### config.mk
export PLATFORM = sky130hd
export DESIGN_NAME = fpu_issue_arbiter
export DESIGN_NICKNAME = d
export VERILOG_FILES = /design/src/rtl/fpu_issue_arbiter.sv
export SDC_FILE = /design/constraint.sdc
export NUM_CORES = 1
export LEC_CHECK = 0
export BUFFER_PORTS_ARGS = -buffer_cell sky130_fd_sc_hd__buf_2
export CORE_UTILIZATION = 30
export DETAILED_ROUTE_END_ITERATION = 6
export GPL_TIMING_DRIVEN = 0
export PLACE_DENSITY = 0.64
export REMOVE_ABC_BUFFERS = 1
export SLEW_MARGIN = 20
export SYNTH_ARGS = -nofsm -noshare
export SYNTH_HDL_FRONTEND = slang
export SYNTH_SLANG_ARGS = --single-unit
export TNS_END_PERCENT = 100
### constraint.sdc
create_clock -name CLK -period 2.67 [get_ports CLK]
set_input_delay 0 -clock CLK [delete_from_list [all_inputs] [get_ports CLK]]
set_output_delay 0 -clock CLK [all_outputs]
set_load 0.01 [all_outputs]
### src/rtl/fpu_issue_arbiter.sv
// Round-robin issue scheduler sharing one pipelined FPU between two requesters.
// A latency-matched tag tracker pairs each FPU result with its owner, and per-requester credits bound outstanding work.
module fpu_issue_arbiter #(
    parameter int DATA_W      = 32,
    parameter int TAG_W       = 4,
    parameter int FPU_LATENCY = 6,
    parameter int MAX_OUT     = 4
) (
    input  logic                CLK,
    input  logic                RST,
    input  logic                hold,
    input  logic [1:0]          req_valid,
    output logic [1:0]          req_ready,
    input  logic [2*DATA_W-1:0] req_operand1,
    input  logic [2*DATA_W-1:0] req_operand2,
    input  logic [3:0]          req_operation,
    input  logic [2*TAG_W-1:0]  req_tag,
    output logic [DATA_W-1:0]   fpu_operand1,
    output logic [DATA_W-1:0]   fpu_operand2,
    output logic [1:0]          fpu_operation,
    input  logic [DATA_W-1:0]   fpu_result,
    output logic                rsp_valid,
    output logic                rsp_id,
    output logic [TAG_W-1:0]    rsp_tag,
    output logic [DATA_W-1:0]   rsp_result,
    output logic                idle
);

    localparam int DEPTH = FPU_LATENCY + 1;
    localparam int TAIL  = DEPTH - 1;
    localparam logic [2:0] MAX_CNT = 3'(MAX_OUT);

    logic [2:0]        cnt [2];
    logic              last_gnt;
    logic [DEPTH-1:0]  trk_v;
    logic              trk_id  [DEPTH];
    logic [TAG_W-1:0]  trk_tag [DEPTH];

    logic [DATA_W-1:0] op1_q;
    logic [DATA_W-1:0] op2_q;
    logic [1:0]        opc_q;

    logic [1:0]        elig;
    logic [1:0]        rsp_dec;
    logic              grant;
    logic              winner;
    logic [DATA_W-1:0] sel_op1;
    logic [DATA_W-1:0] sel_op2;
    logic [1:0]        sel_opc;
    logic [TAG_W-1:0]  sel_tag;

    // A credit returning this cycle is usable immediately, so a full requester
    // can re-issue in the very cycle its oldest result comes back.
    always_comb begin
        rsp_dec = 2'b00;
        elig    = 2'b00;
        for (int i = 0; i < 2; i++) begin
            rsp_dec[i] = !RST && trk_v[TAIL] && (trk_id[TAIL] == (i == 1));
            elig[i]    = req_valid[i] && !hold && !RST &&
                         ((cnt[i] < MAX_CNT) || rsp_dec[i]);
        end
        grant     = |elig;
        winner    = (elig == 2'b11) ? ~last_gnt : elig[1];
        req_ready = !grant ? 2'b00 : (winner ? 2'b10 : 2'b01);
        sel_op1   = winner ? req_operand1[DATA_W +: DATA_W] : req_operand1[0 +: DATA_W];
        sel_op2   = winner ? req_operand2[DATA_W +: DATA_W] : req_operand2[0 +: DATA_W];
        sel_opc   = winner ? req_operation[3:2] : req_operation[1:0];
        sel_tag   = winner ? req_tag[TAG_W +: TAG_W] : req_tag[0 +: TAG_W];
    end

    always_ff @(posedge CLK) begin
        if (RST) begin
            last_gnt <= 1'b1;
            trk_v    <= '0;
            cnt[0]   <= '0;
            cnt[1]   <= '0;
        end else begin
            if (grant) begin
                last_gnt <= winner;
            end
            trk_v <= {trk_v[DEPTH-2:0], grant};
            for (int i = 0; i < 2; i++) begin
                case ({req_ready[i], rsp_dec[i]})
                    2'b10:   cnt[i] <= cnt[i] + 3'd1;
                    2'b01:   cnt[i] <= cnt[i] - 3'd1;
                    default: cnt[i] <= cnt[i];
                endcase
            end
        end
    end

    // Data path carries no reset; outputs are masked while RST is high.
    always_ff @(posedge CLK) begin
        op1_q      <= grant ? sel_op1 : '0;
        op2_q      <= grant ? sel_op2 : '0;
        opc_q      <= grant ? sel_opc : '0;
        trk_id[0]  <= grant & winner;
        trk_tag[0] <= grant ? sel_tag : '0;
        for (int k = 1; k < DEPTH; k++) begin
            trk_id[k]  <= trk_id[k-1];
            trk_tag[k] <= trk_tag[k-1];
        end
    end

    assign fpu_operand1  = RST ? '0 : op1_q;
    assign fpu_operand2  = RST ? '0 : op2_q;
    assign fpu_operation = RST ? '0 : opc_q;
    assign rsp_valid     = !RST && trk_v[TAIL];
    assign rsp_id        = !RST && trk_id[TAIL];
    assign rsp_tag       = RST ? '0 : trk_tag[TAIL];
    assign rsp_result    = fpu_result;
    assign idle          = RST || ((trk_v == '0) && (cnt[0] == 3'd0) && (cnt[1] == 3'd0));

endmodule

# --- Yosys cells after proc, flatten, opt, wreduce, memory -nomap -nowiden ---
# Memory sizes are Yosys's and may differ from the RTL's.
# Cells that the tools add are included.
# W data, S select, Z words.
op_classes:
  magnitude_cmp: 2
  n_reduce_logical: 23
  add_sub_neg: 4
  n_bitwise: 9
  n_eq_ne: 5
  muxes: 38
op_table:
  columns: ["op", "count"]
  rows:
  - ["$mux W32", 4]
  - ["$mux W1", 21]
  - ["$mux W3", 6]
  - ["$logic_and A1 B1 Y1", 12]
  - ["$mux W4", 3]
  - ["$mux W2", 4]
  - ["$logic_not A7 Y1", 1]
  - ["$add A3 B1 Y3 const B", 2]
  - ["$eq A2 B2 Y1 const B", 3]
  - ["$logic_not A3 Y1", 2]
  - ["$lt A3 B3 Y1 const B", 2]
  - ["$or A1 B1 Y1", 6]
  - ["$reduce_or A2 Y1", 3]
  - ["$sub A3 B1 Y3 const B", 2]
  - ["$eq A2 B1 Y1 const B", 2]
  - ["$logic_or A1 B1 Y1", 3]
  - ["$logic_not A1 Y1", 2]
  - ["$not A1 Y1", 2]
  - ["$and A1 B1 Y1", 1]
word_totals:
  ramBits: 41
  mem_count: 3
  reg_bits: 74
  inputBits: 177
mem_list:
  columns: ["memory", "words", "width", "read_ports", "rd_clocked_by_memory_dff", "wr", "line_no", "text"]
  rows:
  - ["trk_tag", 7, 4, 7, 0, 7, "37", "logic [TAG_W-1:0] trk_tag [DEPTH];"]
  - ["trk_id", 7, 1, 7, 0, 7, "36", "logic trk_id [DEPTH];"]
  - ["cnt", 2, 3, 2, 0, 2, "33", "logic [2:0] cnt [2];"]

# --- Depth between registers and ports, before layout ---
# Gate-level depths: netlist (run 1).
logic_depth:
  word_depth: 16
  ltp_mapped: 11
  ltp_nobuf: 10

# --- Worst setup path before layout (run 1) ---
# No wires, ideal clock.
synth_path:
  path_kind: "reg2reg"
  start: "memory cnt[1][2]"
  end: "memory cnt[1][1], data pin"
  setup_slack_ns: 0.133
  path_buffers: 1
  required_ns: 2.386
  arrival_time_ns: 2.254
  path_stages_with_launch: 9
  path_cell_list: "edfxtp_1 -> a21bo_1 -> and4_4 -> nor2_4 -> buf_4 -> inv_1 -> ha_1 -> o41ai_1 -> o21ai_0"
synth_rtl:
  columns: ["item", "line_no"]
  rows:
  - ["start, declared", "33"]

==> reports/results.txt, run 1 <==
status: complete, no violations
relative slew slack: 65.2%
Critical Path Source: cnt[1][2]
footprint of the multi-input gates: 1470 um^2
Skew-Pair Late Insertion Delay: 0.41 ns
routed len/inst: 15.1 um
DP Area: 5270 um^2
initial core utilization: 30.7%
clock-pin transition on the worst setup and hold timing paths: 0.05 ns
crit path DAT: 2.67 ns
CP Buf/Inv Count: 2
Core Box Area: 13900 um^2
vias per cell: 4.50
design area: 7350 um^2
unrepaired setup endpoints after global routing: false
gr ovfl total: 0
Max Buffers Root-to-Sink: 2
Pre-antenna DRT Iters: 4
# fillers: 1186
total wire length: 13.6 mm
post-synth top area share: 51.2%
drc violations: 0
sequential-to-total area share from yosys stat: 55.4%
# setup viols final: 0
Tightest Hold Check Type: input port to primary output
Slew Viols, Final: 0
f_max: 397 MHz
commonest non-fill, non-tap cell in the layout: buf_2
DRT iter0 DRCs: 137
CP endpoint kind: flip-flop
Slew @ Worst Pin: 0.516 ns
critical hold path startpoint: fpu_result[29]
HPWL after detailed placement: 8.14 mm
Sink Count: 115
MaxCap Viol Count: 0
CP Data Required Time: 2.82 ns
cells after synthesis: 375
crit path max-delay cell type: edfxtp_1
Synth cell types: 30
Area growth syn-to-layout: 72.4%
largest net degree at the start of global routing: 47
first-pass GRT wire length: 20.5 mm
Horiz. Die Dim: 121 um
final hold violations: 0
final worst-path cycle share: 94.4%
tightest hold margin: 0.0000951 ns
Clock Skew: 0.00697 ns
FF-to-FF Start: cnt[1][2]
I/O Buffers: 219
Worst path max stage delay: 0.41 ns
top cells by area, synth: dfxtp_1, a22o_1, nor2b_1
crit-path max FO: 32
Final ANT Viol Nets: 0
Yosys warnings: 0
clock buffer count from CTS: 17
vias in the first global route: 4138
Post-Syn Area per Cell: 11.4 um^2
GP Congestion: 0.732
Synth Cell Area: 4270 um^2
post-synth top area cell: dfxtp_1
Vias: 4050
Synth Register Bits: 115
Root Buffer: clkbuf_16
Pwr Density: 626 nW/um^2
fin crit period: 2.52 ns
die height: 121 um
CTS tree: done
CP delay by family, top: adder cells
Pleak: 3.64 nW
total global-route track usage: 19.0%
CTS H-tree depth: 4
# diodes: 0
VDD IR max: 0.349 mV
initial antenna violation count: 0
layout cell share with drive strength beyond 1: 36.5%
highest-count cells in the layout ignoring fill and taps: buf_2, dlygate4sd3_1, dfxtp_1, nor2b_1, a22o_1
FF/Latch Area: 2360 um^2
crit path kind: flip-flop to flip-flop
CP Launch Type: flip-flop
Top Ports: 284
CP cell instances: a21bo_1, and4_4, nor2_4, buf_16, inv_1, ha_2, nand2_1, fa_1, xor2_1, xnor2_1, nor2_1
die area: 14700 um^2
Rows: 43
fin nets: 892
metal layers:
layer	part of all wire (%)	global-route usage, %	wire length, um
met5	0.40	3.68	54
met4	2.4	8.87	333
met3	11	11.7	1510
met2	47	29.7	6350
met1	39	19.8	5380
timing repair:
| item | 4_1_cts | 5_1_grt |
|---|---|---|
| endpoints found under the hold margin | 72 | 0 |
| endpoints found under the setup margin | 5 | 3 |
| gates resized for setup | 2 | 1 |
| hold buffers | 145 | 0 |
| buffers inserted | 0 | 1 |
through the flow:
step	setup WS, ns	instances	setup TNS (ns)	total power [mW]	utilization (%)
floorplan	-0.563	319	-3.97	1.99	-
global placement	-1.90	718	-98.15	2.16	37.2
detailed placement	-0.224	722	-0.740	2.18	37.9
CTS	0.0553	899	0	4.64	52.9
global route	0.00315	900	0	4.80	53.0
finish	0.148	900	0	4.60	53.0
state kept, by name (all words and copies together) (netlist names):
register  cells
op1_q        32
op2_q        32
trk_tag      28
trk_id        7
trk_v         7
cnt           6
opc_q         2
last_gnt      1
kinds of logic (layout without fill, tap and decap cells):
| kind of cell | Yosys count | count (layout) | synth area share [%] |
|---|---|---|---|
| adder cells (fa/ha/maj) | 8 | 8 | 2.52 |
| XOR/XNOR | 4 | 4 | 0.822 |
| AND/OR/NAND/NOR | 102 | 102 | 14.4 |
| buffers and inverters | 67 | 412 | 10.7 |
| AO/OA/AOI/OAI | 79 | 79 | 16.1 |
| flip-flops | 115 | 115 | 55.4 |
final timing paths:
kind,to,slack [ns],cells after the start
worst min-delay path,rsp_result[29],0.0001,0
worst max register to register,cnt[0][2],0.15,11
worst min register to register,trk_tag[5][3],0.32,0
worst max-delay path,cnt[0][2],0.15,11
power by group:
| group | internal (mW) | switching [mW] |
|---|---|---|
| clock | 1.48 | 0.818 |
| sequential | 1.81 | 0.0212 |
| combinational | 0.301 | 0.179 |
| total | 3.59 | 1.02 |
cell type report:
cell class,instances,area share [%]
repair buffers,369,36.0
clock inverters,14,2.43
clock buffers,18,5.84
inverters,11,0.561
well taps,180,3.06
flip-flops and latches,115,32.1
multi-input cells,193,20.0
cell usage after synthesis:
cell type / count
dfxtp_1: 109
nor2b_1: 79
a22o_1: 70
buf_4: 39
inv_1: 10
clkbuf_1: 9
buf_6: 8
ha_1: 7
nor2_1: 7
edfxtp_1: 6
nand2_1: 6
o21ai_0: 3
nand3_1: 2
nor4_1: 2
xnor2_1: 2
xor2_1: 2
a211o_1: 1
a21bo_1: 1
and4_4: 1
fa_1: 1
inv_2: 1
nand2b_1: 1
nor2_2: 1
nor2_4: 1
nor4b_1: 1
o211ai_2: 1
o21ba_1: 1
o32ai_1: 1
o41ai_1: 1
or3_1: 1
(Power assumes the default switching activity.)
==> inputs of run 2 (changes only) <==
- HOLD_SLACK_MARGIN: unset -> 0.1
==> run 2 against run 1 <==
  * The run now fails in clock tree synthesis
  * Synthesized cell count unchanged
  * Area after synthesis did not move
==> reports/results.txt, run 2 <==
status: stopped before the end (was complete, no violations)
failing step: clock tree synthesis
Log Error: [ERROR RSZ-0060] Max buffer count reached.
Max Buffers Root-to-Sink: 2 (unchanged)
I/O Buffers: 219 (unchanged)
Post-CTS Hold Fix Bufs: 152 (was 145)
top-count cell post-synth: dfxtp_1 (unchanged)
xor/xnor share of the synthesized area: 0.821% (unchanged)
Root Buffer: clkbuf_16 (unchanged)
Post-CTS Setup Bufs: 0 (unchanged)
Synth Cell Area: 4270 um^2 (unchanged)
Post-synth top flop: dfxtp_1 (unchanged)
Post-Place Setup Slack: -0.224 ns (unchanged)
Synth Area in Simple Gates: 14.4% (unchanged)
sequential-to-total area share from yosys stat: 55.4% (unchanged)
Rows: 43 (unchanged)
Post-Syn Area per Cell: 11.4 um^2 (unchanged)
largest family of logic cells by synthesized area: compound AO/OA/AOI/OAI gates (unchanged)
Synth Area in Adders: 2.52% (unchanged)
die height: 121 um (unchanged)
EDFF count, synth: 6 (unchanged)
Synth cell types: 30 (unchanged)
HPWL after detailed placement: 8.14 mm (unchanged)
Top Ports: 284 (unchanged)
CTS H-tree depth: 4 (unchanged)
Async S/R FF share, synth: 0% (unchanged)
Post-CTS Resized: 2 (unchanged)
post-synth top area cell: dfxtp_1 (unchanged)
top cells by count, synth: dfxtp_1, nor2b_1, a22o_1, buf_4, inv_1 (unchanged)
DP Area: 5270 um^2 (unchanged)
cells after synthesis: 375 (unchanged)
top cells by area, synth: dfxtp_1, a22o_1, nor2b_1 (unchanged)
Yosys warnings: 0 (unchanged)
mux cell area share after synthesis: 0% (unchanged)
clock buffer count from CTS: 17 (unchanged)
GP Congestion: 0.732 (unchanged)
Sink Count: 115 (unchanged)
Horiz. Die Dim: 121 um (unchanged)
Synth Register Bits: 115 (unchanged)
post-synth top area share: 51.2% (unchanged)
Synth Area in Compound Gates: 16.1% (unchanged)
initial core utilization: 30.7% (unchanged)
-- run 2: cell counts after synthesis --
No cell type changed its count.
-- run 2: logic make-up after synthesis --
kind of cell             count (synthesis)
buffers and inverters                   67
adder cells (fa/ha/maj)                  8
flip-flops                             115
AO/OA/AOI/OAI                           79
AND/OR/NAND/NOR                        102
XOR/XNOR                                 4
-- run 2: per-stage QoR --
stage	std cells	TNS, ns	hold WS [ns]
after global placement	718	-98.15	0.0000879
after floorplan	319	-3.97	0
after detailed placement	722	-0.740	0.0000879
==> inputs of run 3 (changes only) <==
- CORE_UTILIZATION: 30 -> 20
- HOLD_SLACK_MARGIN: 0.1 -> unset
- PLACE_DENSITY: 0.64 -> unset
- PLACE_DENSITY_LB_ADDON: unset -> 0.15
- clock period: 2.67 -> 3.5 ns (I/O delays scaled with it)
==> run 3 against run 2 <==
  * The run now ends clean
==> reports/results.txt, run 3 (synthesis gave the netlist of run 1 again) <==
CP delay by family, top: compound AO/OA/AOI/OAI gates
Vias: 3903
Design Power: 3.45 mW
Clock Power Share: 49.3%
gr ovfl total: 0
crit-path max FO: 33
fin nets: 891
commonest non-fill, non-tap cell in the layout: buf_2
tightest hold margin: 0.0000647 ns
Skew-Pair Late Insertion Delay: 0.41 ns
Seq pwr share: 40.4%
Pleak: 3.63 nW
top sig layer: met5
initial antenna violation count: 0
vias in the first global route: 3834
Root Buffer: clkbuf_16 (unchanged)
Cells on Worst Hold Path: 0
CP endpoint kind: flip-flop
largest net degree at the start of global routing: 49
VDD IR max: 0.258 mV
highest-count cells in the layout ignoring fill and taps: buf_2, dlygate4sd3_1, dfxtp_1, nor2b_1, a22o_1
Slew Viols, Final: 0
# diodes: 0
Post-CTS Hold Fix Bufs: 145 (was 152)
vias per cell: 3.93
crit path DAT: 3.08 ns
fin crit period: 2.95 ns
Max Buffers Root-to-Sink: 2 (unchanged)
MaxCap Viol Count: 0
Area growth syn-to-layout: 73.9%
Worst Setup Slack, final: 0.546 ns
f_max: 339 MHz
sw frac: 24.2%
clock-pin transition on the worst setup and hold timing paths: 0.06 ns
met3 routed WL: 1.20 mm
HPWL after detailed placement: 8.53 mm (was 8.14 mm)
CP Data Required Time: 3.63 ns
GP Congestion: 0.713 (was 0.732)
r2r worst-path depth: 8
WL met2: 5.94 mm
Post-Layout Cell Count: 994
met1 wire length: 5.18 mm
first-pass GRT wire length: 18.7 mm
Core Box Area: 21000 um^2
Final ANT Viol Nets: 0
Int Pwr: 2.61 mW
CTS tree: done
Post-Place Setup Slack: 0.455 ns (was -0.224 ns)
total global-route track usage: 11.3%
final worst-path cycle share: 84.4%
Sink Count: 115 (unchanged)
layout cell share with drive strength beyond 1: 36.3%
Post-CTS Setup Bufs: 0 (unchanged)
Post-CTS Resized: 0 (was 2)
Clock Skew: 0.00658 ns
initial core utilization: 20.4% (was 30.7%)
combinational share of power: 10.2%
CP cell instances: a21bo_1, and4_4, nor2_4, buf_12, inv_1, ha_1, o41ai_1, o21ai_0
crit path max-delay cell type: o41ai_1
Tightest Hold Check Type: input port to primary output
Horiz. Die Dim: 148 um (was 121 um)
total wire length: 12.6 mm
Top Ports: 284 (unchanged)
Rows: 53 (was 43)
clock buffer count from CTS: 17 (unchanged)
Slew @ Worst Pin: 0.833 ns
CP Buf/Inv Count: 2
die height: 148 um (was 121 um)
unrepaired setup endpoints after global routing: false
Psw: 0.834 mW
die area: 21900 um^2
routed len/inst: 12.6 um
relative slew slack: 43.8%
setup TNS: 0 ns
Worst path depth: 8
Pre-antenna DRT Iters: 4
drc violations: 0
I/O Buffers: 219 (unchanged)
largest registers: op1_q (32), op2_q (32), trk_tag (28)
DRT iter0 DRCs: 86
crit path kind: flip-flop to flip-flop
CP Launch Type: flip-flop
total placed cells including tap cells: 817 (was 722)
Worst path max stage delay: 0.80 ns
Pwr Density: 465 nW/um^2
status: complete, no violations (was stopped before the end)
CTS H-tree depth: 4 (unchanged)
final hold violations: 0
# setup viols final: 0
[run 3: layout make-up]
class                   count  area (um^2)
inverters                  11         41.3
repair buffers            368         2630
flip-flops and latches    115         2360
well taps                 275          344
clock inverters            15          161
clock buffers              17          425
multi-input cells         193         1450
fillers                  2164        13500
[run 3: final timing paths]
path,slack [ns],to,start
worst max-delay path,0.55,cnt[1][1],cnt[1][2]
worst min-delay path,0.00006,rsp_result[26],fpu_result[26]
worst max register to register,0.55,cnt[1][1],cnt[1][2]
worst min register to register,0.32,trk_tag[1][0],trk_tag[0][0]
[run 3: per-stage QoR]
| stage | cell area, um^2 | util (%) |
|---|---|---|
| 4_1_cts | 7420 | 35.4 |
| 2_1_floorplan | 3850 | - |
| 3_3_place_gp | 5290 | 25.2 |
| 5_1_grt | 7420 | 35.4 |
| 3_5_place_dp | 5380 | 25.7 |
| 6_report | 7420 | 35.4 |
[run 3: power by group through the flow]
| stage | logic [mW] | clock network (mW) | registers (mW) |
|---|---|---|---|
| after floorplan | 0.101 | 0 | 1.42 |
| after global placement | 0.237 | 0 | 1.42 |
| after detailed placement | 0.245 | 0 | 1.42 |
| after CTS | 0.355 | 1.76 | 1.39 |
| after global routing | 0.386 | 1.82 | 1.40 |
| final | 0.353 | 1.70 | 1.39 |
[run 3: per-layer routing]
layer / GRT usage [%] / vias up
li1: - / 1913
met1: 12.1 / 1804
met2: 18.3 / 170
met3: 6.20 / 14
met4: 4.59 / 2
met5: 2.95 / -
==> inputs of run 4 (changes only) <==
- clock period: 3.5 -> 2.4 ns (I/O delays scaled with it)
==> run 4 against run 3 <==
  * Power up 47%
  * Worst hold slack hardly changed
  * Sequential share of layout area down 0.87 points
  * Sequential power grew 46%
  * Core utilization increased by 1.0 points
  * Critical endpoint is now cnt[0][2]
==> reports/results.txt, run 4 (synthesis gave the netlist of run 1 again) <==
initial core utilization: 20.4% (unchanged)
status: complete, no violations (unchanged)
Post-Place Setup Slack: -0.645 ns (was 0.455 ns)
final worst-path cycle share: 98.7% (was 84.4%)
Root Buffer: clkbuf_16 (unchanged)
unrepaired setup endpoints after global routing: true (was false)
Pwr Density: 665 nW/um^2 (was 465 nW/um^2)
crit-path max FO: 3 (was 33)
Rows: 53 (unchanged)
first-pass GRT wire length: 19.4 mm (was 18.7 mm)
GP Congestion: 0.713 (unchanged)
# diodes: 0 (unchanged)
final hold violations: 0 (unchanged)
VDD IR max: 0.376 mV (was 0.258 mV)
largest net degree at the start of global routing: 49 (unchanged)
CP delay by family, top: adder cells (was compound AO/OA/AOI/OAI gates)
FF-to-FF Start: cnt[1][2] (unchanged)
Tightest Hold Check Type: input port to primary output (unchanged)
r2r worst-path depth: 11 (was 8)
hold path endpoint: rsp_result[26] (unchanged)
CTS H-tree depth: 4 (unchanged)
clock buffer count from CTS: 17 (unchanged)
drc violations: 0 (unchanged)
CP endpoint kind: flip-flop (unchanged)
MaxCap Viol Count: 0 (unchanged)
CTS tree: done (unchanged)
CP Launch Type: flip-flop (unchanged)
fin nets: 905 (was 891)
Design Power: 5.07 mW (was 3.45 mW)
largest registers: op1_q (32), op2_q (32), trk_tag (28) (unchanged)
CP Data Required Time: 2.55 ns (was 3.63 ns)
Clock Skew: 0.00751 ns (was 0.00658 ns)
Pre-antenna DRT Iters: 4 (unchanged)
CP cell instances: a21bo_1, and4_4, nor2_4, buf_12, clkinv_8, ha_4, nand2_4, fa_2, xor2_2, xnor2_1, nor2_1 (was a21bo_1, and4_4, nor2_4, buf_12, inv_1, ha_1, o41ai_1, o21ai_0)
critical hold path startpoint: fpu_result[26] (unchanged)
# fillers: 2155 (was 2164)
Skew-Pair Late Insertion Delay: 0.41 ns (about the same)
Worst Setup Slack, final: 0.0322 ns (was 0.546 ns)
commonest non-fill, non-tap cell in the layout: buf_2 (unchanged)
routed len/inst: 13.5 um (was 12.6 um)
Top Ports: 284 (unchanged)
Slew @ Worst Pin: 0.491 ns (was 0.833 ns)
Core Box Area: 21000 um^2 (unchanged)
vias per cell: 3.99 (was 3.93)
die area: 21900 um^2 (unchanged)
die height: 148 um (unchanged)
R2R Path End: cnt[0][2] (was cnt[1][1])
clock-pin transition on the worst setup and hold timing paths: 0.06 ns (about the same)
total global-route track usage: 11.8% (was 11.3%)
Vias: 4017 (was 3903)
Worst path max stage delay: 0.41 ns (was 0.80 ns)
f_max: 422 MHz (was 339 MHz)
layout cell share with drive strength beyond 1: 39.0% (was 36.3%)
crit path kind: flip-flop to flip-flop (unchanged)
initial antenna violation count: 1 (was 0)
crit path DAT: 2.52 ns (was 3.08 ns)
highest-count cells in the layout ignoring fill and taps: buf_2, dlygate4sd3_1, dfxtp_1, nor2b_1, a22o_1 (unchanged)
gr ovfl total: 0 (unchanged)
CP Buf/Inv Count: 2 (unchanged)
Pleak: 3.72 nW (was 3.63 nW)
crit path max-delay cell type: edfxtp_1 (was o41ai_1)
HPWL after detailed placement: 8.53 mm (unchanged)
fin crit period: 2.37 ns (was 2.95 ns)
Horiz. Die Dim: 148 um (unchanged)
DRT iter0 DRCs: 120 (was 86)
relative slew slack: 66.9% (was 43.8%)
Final ANT Viol Nets: 0 (unchanged)
vias in the first global route: 3907 (was 3834)
Slew Viols, Final: 0 (unchanged)
Max Buffers Root-to-Sink: 2 (unchanged)
Area growth syn-to-layout: 78.9% (was 73.9%)
# setup viols final: 0 (unchanged)
r2r setup slk: 0.03 ns (was 0.55 ns)
Sink Count: 115 (unchanged)
Cells on Worst Hold Path: 0 (unchanged)
I/O Buffers: 219 (unchanged)
total wire length: 13.6 mm (was 12.6 mm)
[run 4: cell count changes in the layout (fill, tap and decap cells not counted), sizes merged]
cell,previous run,this run
inv,21,20
buf,223,235
clkinv,3,4
bufbuf,0,1
o21ba,1,2
[run 4: worst max-delay path by stage]
stage	startpoint	end	slack, ns	depth (start not counted)
final	cnt[1][2]	cnt[0][2]	0.03	11
after global routing	cnt[1][2]	cnt[0][2]	-0.04	11
after CTS	cnt[1][2]	cnt[0][2]	0.01	11
after detailed placement	RST	cnt[1][1]	-0.65	10
after global placement	RST	cnt[1][0]	-2.47	7
after floorplan	cnt[1][2]	cnt[1][0]	-0.83	6
[run 4: layout make-up]
| type | instances | area [um^2] | share of cell area, % |
|---|---|---|---|
| clock buffers | 17 | 425 | 5.57 |
| multi-input cells | 194 | 1530 | 20.0 |
| well taps | 275 | 344 | 4.51 |
| inverters | 11 | 53.8 | 0.705 |
| repair buffers | 381 | 2750 | 36.1 |
| clock inverters | 15 | 161 | 2.12 |
| flip-flops and latches | 115 | 2360 | 31.0 |
[run 4: what timing repair did]
| item | 4_1_cts | 5_1_grt |
|---|---|---|
| buffers inserted | 2 | 10 |
| hold buffers | 145 | 0 |
| cloned | 1 | 1 |
| hold endpoints to repair | 72 | 0 |
| pin swaps | 2 | 10 |
| setup endpoints to repair | 11 | 44 |
| resized for setup | 7 | 14 |
[run 4: power breakdown]
group          total, mW  switching (mW)  internal (mW)  leakage [nW]
Combinational      0.555           0.204          0.350          2.48
Clock               2.48            1.01           1.47         0.287
Sequential          2.03          0.0217           2.01         0.950
[run 4: through the flow]
stage / hold slack (ns) / cell area, um^2 / setup TNS [ns] / util (%) / std cells
floorplan: 0 / 3850 / -15.66 / - / 319
global placement: 0.0000749 / 5290 / -142.74 / 25.2 / 813
detailed placement: 0.0000749 / 5380 / -3.73 / 25.7 / 817
CTS: 0.0000749 / 7500 / 0 / 35.8 / 997
global route: 0.0000629 / 7630 / -0.0380 / 36.4 / 1008
finish: 0.0000655 / 7630 / 0 / 36.4 / 1008
[run 4: worst register-to-register path, cell delays in order (launching register included)]
cell	delay, ns
edfxtp_1	0.41
a21bo_1	0.22
and4_4	0.24
nor2_4	0.05
buf_12	0.14
clkinv_8	0.04
ha_4	0.14
nand2_4	0.06
fa_2	0.38
xor2_2	0.19
xnor2_1	0.18
nor2_1	0.07
[run 4: routing by layer]
layer	GRT usage [%]	routed length [um]	vias up
li1	-	-	1943
met1	12.7	5710	1881
met2	19.1	6390	173
met3	6.27	1230	18
met4	4.79	261	2
met5	2.95	52	-
